`src/rtl/reaction_controller.sv`:
```
// Master sequencer for the reaction-time tester: random pre-start wait, per-trial
// reaction timing in ms, and per-player averaging over 2**TRIALS_LOG2 trials.
module reaction_controller #(
  parameter int MIN_WAIT_MS = 1000,
  parameter int RAND_BITS   = 11,
  parameter int TRIALS_LOG2 = 2,
  parameter int MAX_MS      = 999
) (
  input  logic       clk,
  input  logic       rst,
  input  logic       tick_1ms,
  input  logic       btn_start,
  input  logic       btn_react,
  output logic [2:0] machine_state,
  output logic       cur_player,
  output logic [9:0] react_time,
  output logic [9:0] avr_react_time_A,
  output logic [9:0] avr_react_time_B,
  output logic       led_go,
  output logic       false_start
);

  localparam int DLY_W = $clog2(MIN_WAIT_MS + 2**RAND_BITS);
  localparam int SUM_W = 10 + TRIALS_LOG2;
  localparam int CNT_W = TRIALS_LOG2 + 1;
  localparam logic [CNT_W-1:0] TRIALS = CNT_W'(2**TRIALS_LOG2);
  localparam logic [9:0]       MAX_T  = 10'(MAX_MS);

  typedef enum logic [2:0] {
    IDLE     = 3'd0,
    WAIT     = 3'd1,
    CLR_CNT1 = 3'd2,
    START    = 3'd3,
    STORAGE  = 3'd4,
    CLR_CNT2 = 3'd5,
    AVERAGE  = 3'd6,
    COMPARE  = 3'd7
  } state_t;

  state_t             state_q, state_d;
  logic               player_q, player_d;
  logic [9:0]         react_q, react_d;
  logic [9:0]         avg_a_q, avg_a_d;
  logic [9:0]         avg_b_q, avg_b_d;
  logic [SUM_W-1:0]   sum_q, sum_d;
  logic [CNT_W-1:0]   trial_q, trial_d;
  logic               fs_q, fs_d;
  logic [DLY_W-1:0]   dly_q, dly_d;
  logic [15:0]        lfsr_q;
  logic [DLY_W-1:0]   dly_load;
  logic [9:0]         avg_val;

  assign dly_load = DLY_W'(MIN_WAIT_MS) + DLY_W'(lfsr_q[RAND_BITS-1:0]);
  assign avg_val  = 10'(sum_q >> TRIALS_LOG2);

  always_ff @(posedge clk or posedge rst) begin
    if (rst) begin
      state_q  <= IDLE;
      player_q <= 1'b1;
      react_q  <= '0;
      avg_a_q  <= '0;
      avg_b_q  <= '0;
      sum_q    <= '0;
      trial_q  <= '0;
      fs_q     <= 1'b0;
      dly_q    <= '0;
      lfsr_q   <= 16'hACE1;
    end else begin
      state_q  <= state_d;
      player_q <= player_d;
      react_q  <= react_d;
      avg_a_q  <= avg_a_d;
      avg_b_q  <= avg_b_d;
      sum_q    <= sum_d;
      trial_q  <= trial_d;
      fs_q     <= fs_d;
      dly_q    <= dly_d;
      lfsr_q   <= {lfsr_q[14:0], lfsr_q[15] ^ lfsr_q[13] ^ lfsr_q[12] ^ lfsr_q[10]};
    end
  end

  always_comb begin
    state_d  = state_q;
    player_d = player_q;
    react_d  = react_q;
    avg_a_d  = avg_a_q;
    avg_b_d  = avg_b_q;
    sum_d    = sum_q;
    trial_d  = trial_q;
    fs_d     = fs_q;
    dly_d    = dly_q;
    case (state_q)
      IDLE: begin
        if (btn_start) begin
          state_d  = WAIT;
          dly_d    = dly_load;
          sum_d    = '0;
          trial_d  = '0;
          react_d  = '0;
          avg_a_d  = '0;
          avg_b_d  = '0;
          player_d = 1'b1;
        end
      end
      WAIT: begin
        // an early press restarts the wait and outranks a same-cycle expiry
        if (btn_react) begin
          dly_d = dly_load;
          fs_d  = 1'b1;
        end else if (tick_1ms) begin
          if (dly_q == '0) begin
            state_d = CLR_CNT1;
            fs_d    = 1'b0;
          end else begin
            dly_d = dly_q - 1'b1;
          end
        end
      end
      CLR_CNT1: begin
        react_d = '0;
        state_d = START;
      end
      START: begin
        if (btn_react || (tick_1ms && react_q == MAX_T)) begin
          state_d = STORAGE;
          sum_d   = sum_q + SUM_W'(react_q);
          trial_d = trial_q + 1'b1;
        end else if (tick_1ms) begin
          react_d = react_q + 10'd1;
        end
      end
      STORAGE: begin
        if (btn_start) begin
          if (trial_q == TRIALS) begin
            state_d = AVERAGE;
            if (player_q) avg_a_d = avg_val;
            else          avg_b_d = avg_val;
          end else begin
            state_d = WAIT;
            dly_d   = dly_load;
          end
        end
      end
      AVERAGE: begin
        if (btn_start) state_d = player_q ? CLR_CNT2 : COMPARE;
      end
      CLR_CNT2: begin
        sum_d    = '0;
        trial_d  = '0;
        react_d  = '0;
        player_d = 1'b0;
        state_d  = WAIT;
        dly_d    = dly_load;
      end
      COMPARE: begin
        if (btn_start) state_d = IDLE;
      end
      default: state_d = IDLE;
    endcase
  end

  assign machine_state    = state_q;
  assign cur_player       = player_q;
  assign react_time       = react_q;
  assign avr_react_time_A = avg_a_q;
  assign avr_react_time_B = avg_b_q;
  assign led_go           = (state_q == START);
  assign false_start      = fs_q;

endmodule

```
`config.mk`:
```
export PLATFORM = sky130hd
export DESIGN_NAME = reaction_controller
export DESIGN_NICKNAME = d
export VERILOG_FILES = /design/src/rtl/reaction_controller.sv
export SDC_FILE = /design/constraint.sdc
export NUM_CORES = 1
export LEC_CHECK = 0
export ABC_AREA = 1
export CORE_MARGIN = 3
export CORE_UTILIZATION = 35
export DETAILED_ROUTE_END_ITERATION = 7
export GPL_ROUTABILITY_DRIVEN = 0
export PLACE_DENSITY = 0.56
export REMOVE_ABC_BUFFERS = 1
export SKIP_CTS_REPAIR_TIMING = 1
export SYNTH_ARGS = -nofsm -noshare
export SYNTH_HDL_FRONTEND = slang
export SYNTH_SLANG_ARGS = --single-unit
```
`constraint.sdc`:
```
create_clock -name clk -period 3.25 [get_ports clk]
set_clock_uncertainty 0.15 [all_clocks]
set_input_delay 0.325 -clock clk [delete_from_list [all_inputs] [get_ports clk]]
set_output_delay 0.325 -clock clk [all_outputs]
set_load 0.02 [all_outputs]
```
==> qor_table.md, run 1 <==
| Stage | Metric | Value |
| --- | --- | --- |
| sta | Final critical-path share of the clock period | 80.3% |
| floorplanning | Placeable core region | 0.0122 mm² |
| yosys | Post-synthesis async set-or-reset flop share | 100% |
| setup path | Arrival time of data at the critical path endpoint | 2.13 ns |
| setup path | Crit. End Element | output pin |
| detailed routing | Via-per-instance ratio | 4.77 |
| detailed routing | Routed wire length per instance | 13.3 µm |
| floorplanning | Effective utilization at floorplan | 36.2% |
| grt | Number of global-route vias before repair | 3676 |
| min path | Hold Startpoint | lfsr_q[14] |
| clock tree | Clk Tree Root Cell | clkbuf_16 |
| yosys | Commonest cells post-synth | nand2_1, inv_1, dfrtp_1 |
| grt | Global routing usage summed across all routing layers | 15.9% |
| detailed routing | Count of vias placed by the detailed router | 3792 |
| clock tree | Count of clock tree sinks | 78 |
| cells and area | Count of antenna diodes in the layout | 0 |
| clock tree | Clock-pin slew reported for the worst setup and hold paths after clock tree synthesis | 0.06 ns |
| setup path | Most numerous cell on the critical path | inv_2 |
| yosys | Cell taking the most area after synthesis | dfrtp_1 |
| sta | Number of hold violations in the final report | 0 |
| floorplanning | Die Area | 0.0139 mm² |
| setup path | End of the worst register-to-register path | sum_q[10] |
| power and ir drop | Leakage power figure | 2.39 nW |
| setup path | Crit. Startpoint | machine_state[2] |
| yosys | Synth Warn # | 0 |
| yosys | Synthesized netlist cell count | 580 |
| setup path | Slowest cell on crit path | clkdlybuf4s50_1 |
| sta | Unrepaired setup endpoints after global routing | false |
| setup path | Critical path data required time | 2.77 ns |
| grt | Global-route congestion overflow total | 0 |
| sta | Least setup slack across all paths after layout | 0.641 ns |
| power and ir drop | Maximum resistive drop on vdd | 0.305 mV |
| sta | Final critical path time including I/O delays and setup | 2.61 ns |
| setup path | Setup slack, reg-to-reg | 0.97 ns |
| min path | Path class of the lowest-slack min-delay path | register to register |
| floorplanning | Die width | 118 µm |
| setup path | Critical path class | register to output pin |
| sta | Worst slew slack as a fraction of its limit | 64.4% |
| setup path | Launching element type of the critical path | register |
| status | Status | completed |
| power and ir drop | Power density relative to cell area | 636 mW/mm² |
| setup path | Delay of the slowest critical-path stage | 0.65 ns |
| yosys | Post-Syn Area per Cell | 7.58 µm² |
| yosys | Synthesized flop and latch total | 78 |
| sta | Min Hold Slack | 0.199 ns |
| detailed routing | Antenna violation net count after detailed routing | 0 |
| clock tree | Clock Tree Buf Depth | 2 |
| grt | Initial antenna violation count | 0 |
| job | Count of max-cap constraint violations | 0 |
| sta | Setup TNS Final | 0 ns |
| detailed routing | Initial drt markers | 197 |
| sta | Number of failing setup endpoints in the final timing report | 0 |
| setup path | Worst Path Max Fanout | 12 |
| detailed routing | 1st-pass router iterations | 4 |
| yosys | Number of distinct library cell variants in the gate-level netlist after synthesis | 32 |
| setup path | Chain of cells forming the critical path | inv_2 -> nand3_2 -> inv_2 -> clkdlybuf4s50_1 |
| floorplanning | Overall die height | 118 µm |
| setup path | Source of the worst register-to-register timing path | machine_state[2] |
| sta | Transition time of the tightest slew-check pin | 0.533 ns |
| cells and area | Summed area of non-filler cells in the final layout | 0.00528 mm² |
| yosys | Main flop type after synthesis | dfrtp_1 |
| cells and area | Area grow syn2layout | 20.1% |
| clock tree | H-Tree Level Count | 3 |
| yosys | Portion of synthesized cell area occupied by the leading cell type | 39.3% |
| clock tree | TritonCTS clock tree | built |
| yosys | Register area share after synthesis | 44.6% |
| detailed routing | Number of remaining DRC errors | 0 |
| placement | Placed cell areas | 0.00497 mm² |
| yosys | Top post-synthesis cells by area | dfrtp_1, nand2_1, inv_1 |
| placement | Number of port buffers | 40 |
| power and ir drop | Overall power | 3.36 mW |
| setup path | Worst reg-to-reg path cell count | 8 |
| placement | DP Worst Slack | 0.975 ns |
| sta | Pins over their slew limit | 0 |
| cells and area | Net count reported at finish | 644 |
| clock tree | CTS Buf Count | 9 |
| clock tree | Clk_lat worst skew | 0.34 ns |
| placement | Post-DP HPWL | 7.62 mm |
| cells and area | Share of cells above drive strength 1 | 7.18% |
| detailed routing | Detailed Route WL | 10.6 mm |
| min path | Count of cells along the worst hold path | 0 |
| sta | Maximum achievable frequency | 0.383 GHz |
| grt | Wire length of the first global-routing pass | 18.0 mm |
| floorplanning | I/O pin count | 41 |
| floorplanning | Count of standard-cell rows | 40 |
| min path | Endpoint of the worst hold-timing path | lfsr_q[15] |
| yosys | EDFF count, synth | 0 |
| grt | Largest net degree at the start of global routing | 79 |
| yosys | Synthesized cell area | 0.00440 mm² |
| yosys | Cell with the most instances after synthesis | nand2_1 |
[layout by cell type, fill, tap and decap left out, types with 3 or more instances in the layout]
cell type / synthesis / final
nand2_1: 157 / 157
inv_1: 77 / 76
dfrtp_1: 69 / 69
nor2_1: 57 / 57
o21ai_0: 54 / 54
clkdlybuf4s50_1: 0 / 40
nand3_1: 39 / 39
ha_1: 16 / 16
a21oi_1: 15 / 15
o21ai_1: 12 / 12
xor2_1: 10 / 10
nor3_1: 9 / 9
clkbuf_16: 0 / 9
dfstp_2: 9 / 9
inv_2: 7 / 8
nand4_1: 8 / 8
xnor2_1: 7 / 7
nand3b_1: 4 / 4
nand3_2: 3 / 3
o22ai_1: 3 / 3
[worst max-delay path, delay by kind of cell, from the launching register on]
| family | cells | cell delay [ns] |
|---|---|---|
| buf+inv | 3 | 1.08 |
| flops | 1 | 0.47 |
| simple gates | 1 | 0.25 |
[logic make-up after synthesis]
group	after synthesis	share of synthesized area [%]
buffers and inverters	96	8.74
adder cells (fa/ha/maj)	17	5.01
AO/OA/AOI/OAI	92	11.4
XOR/XNOR	17	3.39
AND/OR/NAND/NOR	280	26.8
flip-flops	78	44.7
[power breakdown]
part	leakage (nW)	total, mW	switching, mW	internal, mW
Sequential	1.03	1.19	0.116	1.07
Clock	0.143	1.03	0.426	0.602
Combinational	1.22	1.14	0.809	0.328
[routing by layer]
layer / track usage [%] / up-vias / part of all wire [%]
met3: 2.45 / 20 / 2.2
met2: 25.5 / 61 / 48
li1: - / 1932 / -
met5: 0 / - / 0
met1: 21.2 / 1779 / 48
met4: 6.74 / 0 / 2.2
[per-stage QoR]
step                      instances  util (%)
after CTS                       795      43.4
after global placement          779      40.9
final                           795      43.4
after global routing            795      43.4
after floorplan                 568         -
after detailed placement        779      40.9
[sequential cells by signal, indices dropped and copies added (netlist names)]
signal,count
lfsr_q,16
dly_q,12
sum_q,12
avr_react_time_A,10
avr_react_time_B,10
react_time,10
machine_state,3
trial_q,3
cur_player,1
false_start,1
[cell type report]
| type | count | area (µm²) |
|---|---|---|
| fillers | 1238 | 6880 |
| flip-flops and latches | 78 | 1960 |
| clock buffers | 9 | 225 |
| multi-input cells | 406 | 2050 |
| clock inverters | 7 | 80.1 |
| inverters | 84 | 315 |
| repair buffers | 43 | 435 |
| well taps | 168 | 210 |
[how the worst max path moves through the flow]
stage	endpoint	cells after the start
final	led_go	4
after global placement	led_go	4
after CTS	led_go	4
after detailed placement	sum_q[10]	8
after global routing	led_go	4
after floorplan	avr_react_time_A[0]	1
Note: power is estimated with default switching activity, not from simulation.
==> inputs of run 2 (changes only) <==
- clock period: 3.25 -> 2.67 ns (I/O delays scaled with it)
==> run 2 against run 1 <==
- final cell count is 0.38% higher
- critical path type unchanged
- sequential share of layout area down 0.31 points
- largest cell class unchanged
- first-iteration DRC count increased by 42%
- clock power up 32%
- via count up 0.55%
- sequential cell count stayed put
- register-to-register slack worse by 0.42 ns
- utilization up 0.37 points
- final area increased by 0.85%
==> qor_table.md, run 2 (same netlist as run 1, synthesis figures left out) <==
| Stage | Metric | Value | vs previous |
| --- | --- | --- | --- |
| status | Status | completed |  |
| power and ir drop | Maximum resistive drop on vdd | 0.362 mV | +19% |
| detailed routing | Via-per-instance ratio | 4.78 | +0.18% |
| sta | Unrepaired setup endpoints after global routing | false |  |
| grt | Global-route congestion overflow total | 0 | unchanged |
| clock tree | Clk Tree Root Cell | clkbuf_16 |  |
| job | Count of max-cap constraint violations | 0 | unchanged |
| cells and area | Commonest cells after routing, fill and taps aside | nand2_1, inv_1, dfrtp_1 |  |
| floorplanning | Die width | 118 µm | unchanged |
| grt | Initial antenna violation count | 0 | unchanged |
| detailed routing | Count of vias placed by the detailed router | 3813 | +0.55% |
| sta | Number of failing setup endpoints in the final timing report | 0 | unchanged |
| setup path | Launching element type of the critical path | register |  |
| sta | Final critical path time including I/O delays and setup | 2.50 ns |  |
| clock tree | Count of clock tree sinks | 78 | unchanged |
| cells and area | Share of cells above drive strength 1 | 7.62% | +0.44 points |
| placement | Post-Place Cells | 782 | +0.39% |
| cells and area | Net count reported at finish | 647 | +0.47% |
| sta | Maximum achievable frequency | 0.401 GHz |  |
| grt | Largest net degree at the start of global routing | 56 | -29% |
| cells and area | Filler-free cell count of the finished design | 798 | +0.38% |
| clock tree | TritonCTS clock tree | built |  |
| floorplanning | Count of standard-cell rows | 40 | unchanged |
| floorplanning | Effective utilization at floorplan | 36.2% | unchanged |
| cells and area | Most common cell after layout, fill and taps aside | nand2_1 |  |
| placement | Post-DP HPWL | 7.61 mm | about the same |
| cells and area | Most flops, register | lfsr_q |  |
| floorplanning | Die Area | 0.0139 mm² | unchanged |
| detailed routing | 1st-pass router iterations | 4 | unchanged |
| sta | Number of hold violations in the final report | 0 | unchanged |
| clock tree | Clock-pin slew reported for the worst setup and hold paths after clock tree synthesis | 0.07 ns | about the same |
| sta | Transition time of the tightest slew-check pin | 0.550 ns | +0.0172 ns |
| detailed routing | Routed wire length per instance | 13.2 µm | -1.1% |
| setup path | Critical path data required time | 2.25 ns | -0.52 ns |
| setup path | Crit. End Element | output pin |  |
| sta | Setup TNS Final | 0 ns | unchanged |
| min path | Path class of the lowest-slack min-delay path | primary input to asynchronous set/reset pin |  |
| detailed routing | Antenna violation net count after detailed routing | 0 | unchanged |
| clock tree | Clock Tree Buf Depth | 2 | unchanged |
| detailed routing | Detailed Route WL | 10.5 mm | -0.72% |
| clock tree | Clk_lat worst skew | 0.34 ns | about the same |
| sta | Worst slew slack as a fraction of its limit | 63.3% | -1.1 points |
| setup path | Worst Path Max Fanout | 12 | unchanged |
| power and ir drop | Power density relative to cell area | 793 mW/mm² | +25% |
| floorplanning | Overall die height | 118 µm | unchanged |
| placement | Number of port buffers | 40 | unchanged |
| grt | Wire length of the first global-routing pass | 18.1 mm | +0.42% |
| sta | Pins over their slew limit | 0 | unchanged |
| cells and area | Area grow syn2layout | 21.1% |  |
| cells and area | Count of antenna diodes in the layout | 0 | unchanged |
| clock tree | H-Tree Level Count | 3 | unchanged |
| clock tree | CTS Buf Count | 9 | unchanged |
| grt | Number of global-route vias before repair | 3681 | +0.14% |
| floorplanning | I/O pin count | 41 | unchanged |
| detailed routing | Number of remaining DRC errors | 0 | unchanged |
| power and ir drop | Leakage power figure | 2.42 nW | +1.2% |
| setup path | Arrival time of data at the critical path endpoint | 2.08 ns | -0.05 ns |
| cells and area | Fill cells | 1217 | -1.7% |
| detailed routing | Initial drt markers | 280 | +42% |
| cells and area | Biggest regs | lfsr_q x16, dly_q x12, sum_q x12 |  |
| sta | Final critical-path share of the clock period | 93.5% |  |
| cells and area | Max reg flops | 16 | unchanged |
| grt | Global routing usage summed across all routing layers | 16.1% | +0.20 points |
| floorplanning | Placeable core region | 0.0122 mm² | unchanged |
| setup path | Critical path class | register to output pin |  |
## run 2: cell count changes in the layout (fill, tap and decap cells not counted)
cell        previous run  this run
clkinv_4               2         1
bufinv_16              1         2
buf_4                  2         5
clkinvlp_4             2         1
inv_6                  2         3
## run 2: where the power goes
| part | internal (mW) | switching, mW | leakage [nW] |
|---|---|---|---|
| registers | 1.31 | 0.142 | 1.03 |
| logic | 0.424 | 0.985 | 1.24 |
| clock network | 0.830 | 0.531 | 0.157 |
| total | 2.56 | 1.66 | 2.42 |
## run 2: stage by stage
stage	total power [mW]	hold WS, ns	worst slack, ns	utilization (%)	instance area (µm²)
3_5_place_dp	2.88	0.199	0.547	41.1	5000
5_1_grt	4.52	0.202	0.0568	43.8	5320
4_1_cts	4.26	0.168	0.158	43.8	5320
3_3_place_gp	2.88	0.185	0.558	41.1	5000
6_report	4.22	0.152	0.173	43.8	5320
2_1_floorplan	2.38	0.183	0.273	-	4330
## run 2: final cells by class
class | instances | area [µm²] | area share (%)
repair buffers | 46 | 458 | 8.60
clock inverters | 7 | 103 | 1.93
inverters | 84 | 315 | 5.92
clock buffers | 9 | 225 | 4.23
flip-flops and latches | 78 | 1960 | 36.9
well taps | 168 | 210 | 3.95
multi-input cells | 406 | 2050 | 38.5
## run 2: critical path: stages (launching register included)
cell             delay [ns]
dfrtp_1                0.48
inv_2                  0.14
nand3_2                0.24
inv_2                  0.23
clkdlybuf4s50_1        0.64
## run 2: metal layers
metal	part of all wire, %	up-vias	track usage, %
met4	2.0	0	5.71
met2	46	71	25.8
met5	0	-	0
li1	-	1942	-
met3	3.1	17	3.56
met1	49	1783	21.3
## run 2: path summary, 6_finish.rpt
check,startpoint,endpoint,slack [ns],cells after the start
max in group asynchronous,rst,cur_player,1.48,3
worst min-delay path,rst,avr_react_time_A[6],0.15,2
worst max-delay path,machine_state[2],led_go,0.17,4
worst min register to register,lfsr_q[14],lfsr_q[15],0.21,0
worst max register to register,react_time[0],sum_q[6],0.55,7
min in group clk,lfsr_q[14],lfsr_q[15],0.21,0
==> inputs of run 3 (changes only) <==
- CELL_PAD_IN_SITES_DETAIL_PLACEMENT: not set -> 1
- CELL_PAD_IN_SITES_GLOBAL_PLACEMENT: not set -> 1
- PLACE_DENSITY: 0.56 -> 0.71
- SKIP_LAST_GASP: not set -> 1
==> run 3 against run 2 <==
- critical endpoint unchanged
- first-iteration DRC count fell by 50%
- via count rose by 3.2%
- combinational power about the same
- die area is the same
- non-clock buffer count is 1 higher
- sequential power hardly changed
- sequential cell count did not move
- total power increased by 0.19%
==> qor_table.md, run 3 (same netlist as run 1, synthesis figures left out) <==
| Stage | Metric | Value | vs previous |
| --- | --- | --- | --- |
| status | Status | completed |  |
| power and ir drop | Leakage power figure | 2.43 nW | +0.29% |
| min path | Path class of the lowest-slack min-delay path | primary input to asynchronous set/reset pin |  |
| sta | Transition time of the tightest slew-check pin | 0.478 ns | -0.0723 ns |
| setup path | Critical path data required time | 2.25 ns | about the same |
| floorplanning | Die width | 118 µm | unchanged |
| power and ir drop | Switching power as a share of total power | 39.5% | +0.24 points |
| power and ir drop | Total net switching power | 1.67 mW | +0.81% |
| detailed routing | Initial drt markers | 141 | -50% |
| sta | Final critical path time including I/O delays and setup | 2.36 ns | -0.136 ns |
| detailed routing | Detailed Route WL | 12.2 mm | +15% |
| sta | Min Hold Slack | 0.114 ns | -0.0387 ns |
| setup path | Slowest cell on crit path | clkdlybuf4s50_1 |  |
| clock tree | CTS Buf Count | 9 | unchanged |
| sta | Maximum achievable frequency | 0.424 GHz | +5.8% |
| detailed routing | Antenna violation net count after detailed routing | 0 | unchanged |
| setup path | Arrival time of data at the critical path endpoint | 1.94 ns | -0.14 ns |
| placement | Post-Place Cells | 783 | +0.13% |
| cells and area | Count of antenna diodes in the layout | 0 | unchanged |
| job | Count of max-cap constraint violations | 0 | unchanged |
| setup path | Critical path class | register to output pin |  |
| setup path | Launching element type of the critical path | register |  |
| cells and area | Most common cell after layout, fill and taps aside | nand2_1 |  |
| power and ir drop | Power density relative to cell area | 794 mW/mm² | +0.17% |
| clock tree | H-Tree Level Count | 3 | unchanged |
| sta | Number of failing setup endpoints in the final timing report | 0 | unchanged |
| setup path | Delay of the slowest critical-path stage | 0.65 ns | about the same |
| cells and area | Net count reported at finish | 648 | +0.15% |
| power and ir drop | Maximum resistive drop on vdd | 0.335 mV | -7.4% |
| detailed routing | Number of remaining DRC errors | 0 | unchanged |
| power and ir drop | Combinational Power Share | 33.7% | +0.3 points |
| setup path | Most numerous cell on the critical path | inv_2 |  |
| sta | Final critical-path share of the clock period | 88.4% | -5.1 points |
| power and ir drop | Sequential fraction of design power | 34.4% | about the same |
| grt | Number of global-route vias before repair | 4155 | +13% |
| sta | Worst slew slack as a fraction of its limit | 68.1% | +4.8 points |
| power and ir drop | Total internal power | 2.56 mW | -0.20% |
| cells and area | Filler-free cell count of the finished design | 799 | +0.13% |
| cells and area | Area grow syn2layout | 21.1% | about the same |
| power and ir drop | Power share of the clock group | 31.8% | -0.5 points |
| sta | Number of hold violations in the final report | 0 | unchanged |
| setup path | Buffers plus inverters on the worst setup path | 3 | unchanged |
| floorplanning | Effective utilization at floorplan | 36.2% | unchanged |
| grt | Global routing usage summed across all routing layers | 18.6% | +2.6 points |
| clock tree | Clk Tree Root Cell | clkbuf_16 |  |
| floorplanning | Die Area | 0.0139 mm² | unchanged |
| setup path | CP delay by family, top | buffers and inverters |  |
| floorplanning | I/O pin count | 41 | unchanged |
| floorplanning | Overall die height | 118 µm | unchanged |
| clock tree | Clk_lat worst skew | 0.34 ns | about the same |
| setup path | Crit. End Element | output pin |  |
| grt | Global-route congestion overflow total | 0 | unchanged |
| cells and area | Fill cells | 1511 | +24% |
| placement | Post-DP HPWL | 9.22 mm | +21% |
| cells and area | Biggest regs | lfsr_q x16, dly_q x12, sum_q x12 |  |
| sta | Setup TNS Final | 0 ns | unchanged |
| detailed routing | Via-per-instance ratio | 4.93 | +3.1% |
| clock tree | Clock-pin slew reported for the worst setup and hold paths after clock tree synthesis | 0.06 ns | about the same |
| clock tree | TritonCTS clock tree | built |  |
| grt | Initial antenna violation count | 0 | unchanged |
| floorplanning | Placeable core region | 0.0122 mm² | unchanged |
| setup path | Chain of cells forming the critical path | inv_2 -> nand3_2 -> inv_2 -> clkdlybuf4s50_1 |  |
| setup path | Worst Path Max Fanout | 8 | -4 |
| floorplanning | Count of standard-cell rows | 40 | unchanged |
| cells and area | Max reg flops | 16 | unchanged |
| clock tree | Clock Tree Buf Depth | 2 | unchanged |
| grt | Largest net degree at the start of global routing | 41 | -27% |
| cells and area | Share of cells above drive strength 1 | 7.77% | +0.15 points |
| cells and area | Commonest cells after routing, fill and taps aside | nand2_1, inv_1, dfrtp_1 |  |
| sta | Pins over their slew limit | 0 | unchanged |
| cells and area | Most flops, register | lfsr_q |  |
| sta | Unrepaired setup endpoints after global routing | false |  |
| detailed routing | 1st-pass router iterations | 4 | unchanged |
| grt | Wire length of the first global-routing pass | 21.1 mm | +16% |
| detailed routing | Routed wire length per instance | 15.2 µm | +15% |
| detailed routing | Count of vias placed by the detailed router | 3936 | +3.2% |
| clock tree | Count of clock tree sinks | 78 | unchanged |
| placement | Number of port buffers | 40 | unchanged |
## run 3: cell types whose count changed in the layout (fill, tap and decap cells not counted), sizes merged
cell      delta
clkinv       +2
inv          -1
buf          +1
clkinvlp     -1
## run 3: stage by stage
stage | power, mW | instance area, µm² | setup slack [ns] | util, %
after floorplan | 2.38 | 4330 | 0.273 | -
after global placement | 2.87 | 5000 | 0.528 | 41.1
after detailed placement | 2.91 | 5000 | 0.533 | 41.1
after CTS | 4.29 | 5330 | 0.298 | 43.8
after global routing | 4.56 | 5330 | 0.222 | 43.8
final | 4.23 | 5330 | 0.310 | 43.8
## run 3: worst register-to-register path: cells and delay by family, from the launching register on
kind	cells	cell delay, ns
fa+ha+maj	2	0.74
flops	1	0.48
compound gates	2	0.28
simple gates	2	0.23
xor+xnor	1	0.17
## run 3: layer usage
metal	share of wire, %	up-vias	GRT usage, %
met5	0	-	0
met1	47	1934	24.5
li1	-	1943	-
met4	1.4	0	6.81
met2	49	44	30.3
met3	2.6	15	3.80
## run 3: power by group through the flow
stage	registers (mW)	clock network [mW]	logic [mW]
floorplan	1.48	0	0.905
global placement	1.47	0	1.41
detailed placement	1.48	0	1.44
CTS	1.45	1.39	1.45
global route	1.48	1.45	1.63
finish	1.46	1.35	1.43
## run 3: path summary, 6_finish.rpt
kind | depth (start not counted) | to | slack [ns] | start
max | 4 | led_go | 0.31 | machine_state[2]
min | 2 | avr_react_time_B[8] | 0.11 | rst
max reg2reg | 7 | sum_q[6] | 0.51 | react_time[0]
min reg2reg | 0 | lfsr_q[15] | 0.21 | lfsr_q[14]
max in group asynchronous | 3 | lfsr_q[5] | 1.58 | rst
min in group clk | 0 | lfsr_q[15] | 0.21 | lfsr_q[14]
## run 3: final cells by class
class / count / area, µm² / share of cell area [%]
Inverter: 84 / 315 / 5.92
Multi-Input combinational cell: 406 / 2050 / 38.5
Sequential cell: 78 / 1960 / 36.9
Clock inverter: 7 / 96.3 / 1.81
Timing Repair Buffer: 47 / 465 / 8.74
Clock buffer: 9 / 225 / 4.23
Tap cell: 168 / 210 / 3.95
